<file path="config.mk">
export PLATFORM = sky130hd
export DESIGN_NAME = ad_ip_jesd204_tpl_dac_channel
export DESIGN_NICKNAME = d
export VERILOG_FILES = /design/src/rtl/ad_ip_jesd204_tpl_dac_pkg.sv /design/src/rtl/ad_ip_jesd204_tpl_dac_pn.sv /design/src/rtl/ad_ip_jesd204_tpl_dac_channel.sv
export SDC_FILE = /design/constraint.sdc
export NUM_CORES = 1
export LEC_CHECK = 0
export BUFFER_PORTS_ARGS = -buffer_cell sky130_fd_sc_hd__buf_2
export CAP_MARGIN = 20
export CELL_PAD_IN_SITES_DETAIL_PLACEMENT = 0
export CELL_PAD_IN_SITES_GLOBAL_PLACEMENT = 1
export CORE_MARGIN = 2
export CORE_UTILIZATION = 30
export CTS_CLUSTER_SIZE = 20
export DETAILED_ROUTE_END_ITERATION = 10
export GPL_TIMING_DRIVEN = 0
export HOLD_SLACK_MARGIN = 0.02
export PLACE_DENSITY = 0.74
export SYNTH_ARGS = -nofsm -noshare
export SYNTH_HDL_FRONTEND = slang
export SYNTH_SLANG_ARGS = --single-unit
</file>
<file path="constraint.sdc">
create_clock -name link_clk -period 2.8 [get_ports link_clk]
set_input_delay 0.42 -clock link_clk [delete_from_list [all_inputs] [get_ports link_clk]]
set_output_delay 0.42 -clock link_clk [all_outputs]
set_load 0.01 [all_outputs]
</file>
<file path="src/rtl/ad_ip_jesd204_tpl_dac_pkg.sv">
// Shared constants for the JESD204 TPL DAC channel: select codes, PN seeds, sample width.
package ad_ip_jesd204_tpl_dac_pkg;

    localparam int SAMPLE_WIDTH = 16;

    localparam logic [3:0] SEL_DDS  = 4'd0;
    localparam logic [3:0] SEL_PAT  = 4'd1;
    localparam logic [3:0] SEL_DMA  = 4'd2;
    localparam logic [3:0] SEL_ZERO = 4'd3;
    localparam logic [3:0] SEL_PN7  = 4'd6;
    localparam logic [3:0] SEL_PN15 = 4'd7;
    localparam logic [3:0] SEL_RAMP = 4'd11;

    localparam logic [6:0]  PN7_SEED  = 7'h7F;
    localparam logic [14:0] PN15_SEED = 15'h7FFF;

endpackage

</file>
<file path="src/rtl/ad_ip_jesd204_tpl_dac_pn.sv">
// Parallel PN7/PN15 generator producing W bits per cycle; slot 0 carries the earliest bits, MSB first.
module ad_ip_jesd204_tpl_dac_pn
    import ad_ip_jesd204_tpl_dac_pkg::*;
#(
    parameter int W = 64
) (
    input  logic         clk,
    input  logic         rst_n,
    input  logic         en,
    input  logic         reseed,
    input  logic         poly15,
    output logic [W-1:0] data
);

    logic [14:0] state_q;
    logic [14:0] state_d;
    logic [14:0] seed;
    logic [14:0] lfsr;
    logic        fb;

    always_comb begin
        seed = poly15 ? PN15_SEED : {8'h00, PN7_SEED};
        lfsr = reseed ? seed : state_q;
        fb   = 1'b0;
        data = '0;
        for (int i = 0; i < W; i++) begin
            if (poly15) begin
                data[(i / SAMPLE_WIDTH) * SAMPLE_WIDTH + SAMPLE_WIDTH - 1 - (i % SAMPLE_WIDTH)] = lfsr[14];
                fb   = lfsr[14] ^ lfsr[13];
                lfsr = {lfsr[13:0], fb};
            end else begin
                data[(i / SAMPLE_WIDTH) * SAMPLE_WIDTH + SAMPLE_WIDTH - 1 - (i % SAMPLE_WIDTH)] = lfsr[6];
                fb   = lfsr[6] ^ lfsr[5];
                lfsr = {8'h00, lfsr[5:0], fb};
            end
        end
        // Reseed still lands while the generator is idle so the next selection starts clean.
        state_d = en ? lfsr : (reseed ? seed : state_q);
    end

    always_ff @(posedge clk or negedge rst_n) begin
        if (!rst_n) begin
            state_q <= PN15_SEED;
        end else begin
            state_q <= state_d;
        end
    end

endmodule

</file>
<file path="src/rtl/ad_ip_jesd204_tpl_dac_channel.sv">
// Per-channel DAC sample source selector with one-cycle registered output.
// Optional PN7/PN15 sources are built only when AD_TPL_DAC_PN_EN is defined.
module ad_ip_jesd204_tpl_dac_channel
    import ad_ip_jesd204_tpl_dac_pkg::*;
#(
    parameter int DATA_PATH_WIDTH = 4,
    parameter int CHANNEL_ID      = 0
) (
    input  logic                                 link_clk,
    input  logic                                 link_resetn,
    input  logic                                 dac_sync,
    input  logic [3:0]                           dac_data_sel,
    input  logic                                 dac_dds_format,
    input  logic [15:0]                          dac_pat_data_0,
    input  logic [15:0]                          dac_pat_data_1,
    input  logic [SAMPLE_WIDTH*DATA_PATH_WIDTH-1:0] dds_data,
    input  logic                                 dma_valid,
    input  logic [SAMPLE_WIDTH*DATA_PATH_WIDTH-1:0] dma_data,
    output logic                                 dma_ready,
    output logic [SAMPLE_WIDTH*DATA_PATH_WIDTH-1:0] dac_data,
    output logic                                 dac_dunf
);

    localparam int DW = SAMPLE_WIDTH * DATA_PATH_WIDTH;

    // CHANNEL_ID is reserved for per-channel seed offsets and has no effect yet.
    if (CHANNEL_ID < 0) begin : g_bad_channel_id
    end

    logic [3:0]    sel_last_q;
    logic [3:0]    sel_eff;
    logic          rst_done_q;
    logic          reseed;
    logic [15:0]   ramp_q;
    logic [15:0]   ramp_d;
    logic [15:0]   ramp_base;
    logic [DW-1:0] dac_data_q;
    logic [DW-1:0] dac_data_d;
    logic          dac_dunf_q;
    logic          dac_dunf_d;

    always_comb begin
        case (dac_data_sel)
            SEL_DDS, SEL_PAT, SEL_DMA, SEL_RAMP: sel_eff = dac_data_sel;
`ifdef AD_TPL_DAC_PN_EN
            SEL_PN7, SEL_PN15:                   sel_eff = dac_data_sel;
`endif
            default:                             sel_eff = SEL_ZERO;
        endcase
    end

    assign reseed    = dac_sync | (dac_data_sel != sel_last_q);
    assign dma_ready = rst_done_q & (dac_data_sel == SEL_DMA);

`ifdef AD_TPL_DAC_PN_EN
    logic [DW-1:0] pn_data;

    ad_ip_jesd204_tpl_dac_pn #(
        .W (DW)
    ) i_pn (
        .clk    (link_clk),
        .rst_n  (link_resetn),
        .en     ((sel_eff == SEL_PN7) || (sel_eff == SEL_PN15)),
        .reseed (reseed),
        .poly15 (sel_eff == SEL_PN15),
        .data   (pn_data)
    );
`endif

    always_comb begin
        ramp_base  = reseed ? 16'h0000 : ramp_q;
        ramp_d     = ramp_base;
        dac_data_d = '0;
        dac_dunf_d = 1'b0;
        case (sel_eff)
            SEL_DDS: dac_data_d = dds_data;
            SEL_PAT: begin
                for (int k = 0; k < DATA_PATH_WIDTH; k++) begin
                    dac_data_d[k*SAMPLE_WIDTH +: SAMPLE_WIDTH] = (k % 2 == 0) ? dac_pat_data_0 : dac_pat_data_1;
                end
            end
            SEL_DMA: begin
                if (dma_valid && dma_ready) begin
                    dac_data_d = dma_data;
                end else begin
                    dac_dunf_d = 1'b1;
                end
            end
`ifdef AD_TPL_DAC_PN_EN
            SEL_PN7, SEL_PN15: dac_data_d = pn_data;
`endif
            SEL_RAMP: begin
                for (int k = 0; k < DATA_PATH_WIDTH; k++) begin
                    dac_data_d[k*SAMPLE_WIDTH +: SAMPLE_WIDTH] = ramp_base + 16'(k);
                end
                ramp_d = ramp_base + 16'(DATA_PATH_WIDTH);
            end
            default: dac_data_d = '0;
        endcase
        // Zero and a starved DMA cycle stay all-zero regardless of format.
        if (dac_dds_format && (sel_eff != SEL_ZERO) && !dac_dunf_d) begin
            for (int k = 0; k < DATA_PATH_WIDTH; k++) begin
                dac_data_d[k*SAMPLE_WIDTH + SAMPLE_WIDTH - 1] = ~dac_data_d[k*SAMPLE_WIDTH + SAMPLE_WIDTH - 1];
            end
        end
    end

    always_ff @(posedge link_clk or negedge link_resetn) begin
        if (!link_resetn) begin
            sel_last_q <= SEL_ZERO;
            rst_done_q <= 1'b0;
            ramp_q     <= 16'h0000;
            dac_data_q <= '0;
            dac_dunf_q <= 1'b0;
        end else begin
            sel_last_q <= dac_data_sel;
            rst_done_q <= 1'b1;
            ramp_q     <= ramp_d;
            dac_data_q <= dac_data_d;
            dac_dunf_q <= dac_dunf_d;
        end
    end

    assign dac_data = dac_data_q;
    assign dac_dunf = dac_dunf_q;

endmodule

</file>
==> results.yml <==
finish:
  syn_to_final_growth_pct: 41.4
  nNetsFinal: 878
  stdcell_count: 897
  final_layout_size_suffix_gt1_share_pct: 43.3
  final_util_pct: 43.1
  n_antenna_cell: 0
  postLayoutCellArea_um2: 6530
sta:
  relSlewSlack_pct: 40.0
  hold_viol: 0
  fin_crit_sh_pct: 96.0
  setup_slack_ns: 0.112
  fin_setup_tns_ns: 0
  fmax_mhz: 372
  rsz0062_at_grt: "no"
  clock_skew_ns: 0.00820
  slew_violations: 0
  tightest_slew_ns: 0.892
  setup_viol: 0
  fin_crit_ns: 2.69
yosys:
  ys_seq_elements: 86
  synth.distinct_cells: 49
  synthCells: 451
  synth_area_leader_cell: "dfrtp_1"
  ys_warn_count: 0
  ys_async_sr_fraction_pct: 100
  synth_edf_count: 0
  yosysMostFrequentCell: "dfrtp_1"
  ys_seq_area_share_pct: 46.7
  synth_flop_cell: "dfrtp_1"
  syn_area_per_cell_um2: 10.2
  syn_nets: 625
  synth_area_leaders: "dfrtp_1 46%, a222oi_1 13%, xnor2_1 9.3%"
  syn_area_um2: 4620
  synth_top_cell_area_share_pct: 45.5
  synthTopCellsByCount: "84 x dfrtp_1, 59 x a222oi_1, 57 x o21ai_0"
worst_setup_path:
  path_buf_inv: 1
  cp.arrival_ns: 2.95
  path_cells: "xor2_1, nor3_4, nand2_1, buf_4, nor2_1, ha_2, nand3_4, nor4_4, nand4_1, xnor2_1, o21ai_0"
  crit_type: "reg2reg"
  cp_max_fo: 10
  worstPathRequired_ns: 3.06
  cp-end-kind: "register"
  start_kind: "register"
  cpLargestDelayFamily: "simple AND/OR/NAND/NOR gates"
  crit_path_max_incr_delay_ns: 0.52
  cpMaxStageDelayCell: "dfstp_2"
run_status:
  status: "finished, final reports clean"
placed_design:
  io_buffers: 234
  place_congestion: 0.892
  dpl.hpwl_mm: 14.5
  place_area_um2: 6050
  dp.cells: 874
  place_ws_ns: -1.14
power:
  p_per_area_nw_per_um2: 454
  power.leakage_uw: 0.00308
  vdd_drop_max_v: 0.000271
global_route:
  antenna_found_initial: 0
  grt_pass1_vias: 4909
  grt_pass1_wl_mm: 28.1
  grt_overflow_total: 0
  grt_max_degree: 60
  grt_util_all_layers_pct: 23.0
floorplan:
  num_rows: 45
  ios: 235
  die_area_um2: 16400
  dieWidth_um: 128
  coreArea_um2: 15100
  die_y_um: 128
  start_util_pct: 30.5
route:
  route.detailed.drc: 0
  ant_nets: 0
  vias: 4873
  drt_iter0_markers: 560
  totalWireLength_mm: 19.1
  via_per_inst: 5.43
  wire_per_inst_um: 21.3
  drtPass1Iterations: 8
clocking:
  tritoncts: "done"
  clk_latency_ns: 0.35
  clockBufferDepth: 2
  cts.sinks: 86
  path_clk_slew_ns: 0.06
  clockRootBuffer: "clkbuf_16"
  h-tree-depth: 3
  cts-buffers-inserted: 9
hold_path:
  hold_class: "in2reg"
flow_run:
  drv_cap: 0
==> final timing paths <==
path / from / to / slack [ns] / cells past startpoint
max: sel_last_q[1] / dac_data[44] / 0.11 / 11
max reg2reg: sel_last_q[1] / dac_data[44] / 0.11 / 11
min: dac_data_sel[1] / sel_last_q[1] / 0.18 / 1
min reg2reg: rst_done_q / dac_dunf / 0.47 / 1
min in group asynchronous: link_resetn / sel_last_q[2] / 0.54 / 2
max in group asynchronous: link_resetn / dac_data[55] / 1.64 / 3
==> layout by cell type (no fill, tap or decap), drive strengths merged, types with 2 or more instances in the layout <==
master	Yosys	routed
bufinv	0	2
nand2	26	26
a21oi	4	4
nand4	10	10
a221oi	2	2
a21boi	2	2
clkinv	4	7
nand3	9	9
inv	14	15
and3	3	3
a222oi	59	59
a221o	4	4
or3	3	3
dfstp	2	2
o21ai	61	61
clkbuf	21	29
or2	4	4
mux2i	3	3
xnor2	49	49
nor2	23	23
ha	5	5
xor2	7	7
dfrtp	84	84
nor3	11	11
nor4	7	7
buf	20	263
==> area by class of cell <==
| cell class | instances | area [um2] |
|---|---|---|
| Fill cell | 1535 | 8620 |
| Multi-Input combinational cell | 306 | 2280 |
| Sequential cell | 86 | 2150 |
| Timing Repair Buffer | 243 | 1260 |
| Clock buffer | 10 | 239 |
| Tap cell | 188 | 235 |
| Buffer | 40 | 201 |
| Clock inverter | 6 | 83.8 |
| Inverter | 18 | 67.6 |
==> kinds of logic after synthesis <==
logic type / Yosys count / synth area share (%)
and+or+nand+nor: 103 / 12.3
other: 1 / 0.0812
DFF: 86 / 46.7
AOI/OAI and AO/OA: 138 / 22.5
xor gates and xnor gates: 56 / 10.6
buffers and inverters: 59 / 5.83
muxes: 3 / 0.650
adders and majority gates: 5 / 1.36
==> report_power, final <==
group / internal, uW / switching, uW / leakage (uW)
registers: 1280 / 11.1 / 0.00117
clock network: 805 / 510 / 0.000163
logic: 165 / 191 / 0.00175
total: 2250 / 712 / 0.00308
==> layer usage <==
layer | global-route usage (%) | wire length (um) | vias to the layer above
met3 | 3.96 | 1390 | 26
met4 | 8.86 | 392 | 0
met1 | 28.6 | 7710 | 2356
li1 | - | - | 2225
met5 | 0 | 0 | -
met2 | 39.9 | 9580 | 266
==> through the flow <==
stage | hold WS [ns] | total power [uW]
final | 0.181 | 2960
after CTS | 0.175 | 2980
after floorplan | 0.124 | 1430
after global routing | 0.177 | 3070
after detailed placement | 0.379 | 1660
after global placement | 0.446 | 1650
==> flip-flops by register name, indices dropped and copies added (netlist names) <==
name	flops
dac_data	64
dac_dunf	1
ramp_q	16
sel_last_q	4
rst_done_q	1
==> repair_timing <==
item,4_1_cts,5_1_grt
setup buffers,3,4
cloned,0,0
hold endpoints to repair,25,0
setup endpoints to repair,23,9
gates resized for setup,14,7
pin swaps,2,5
hold buffers,1,0
Power figures use the tool's default switching activity.
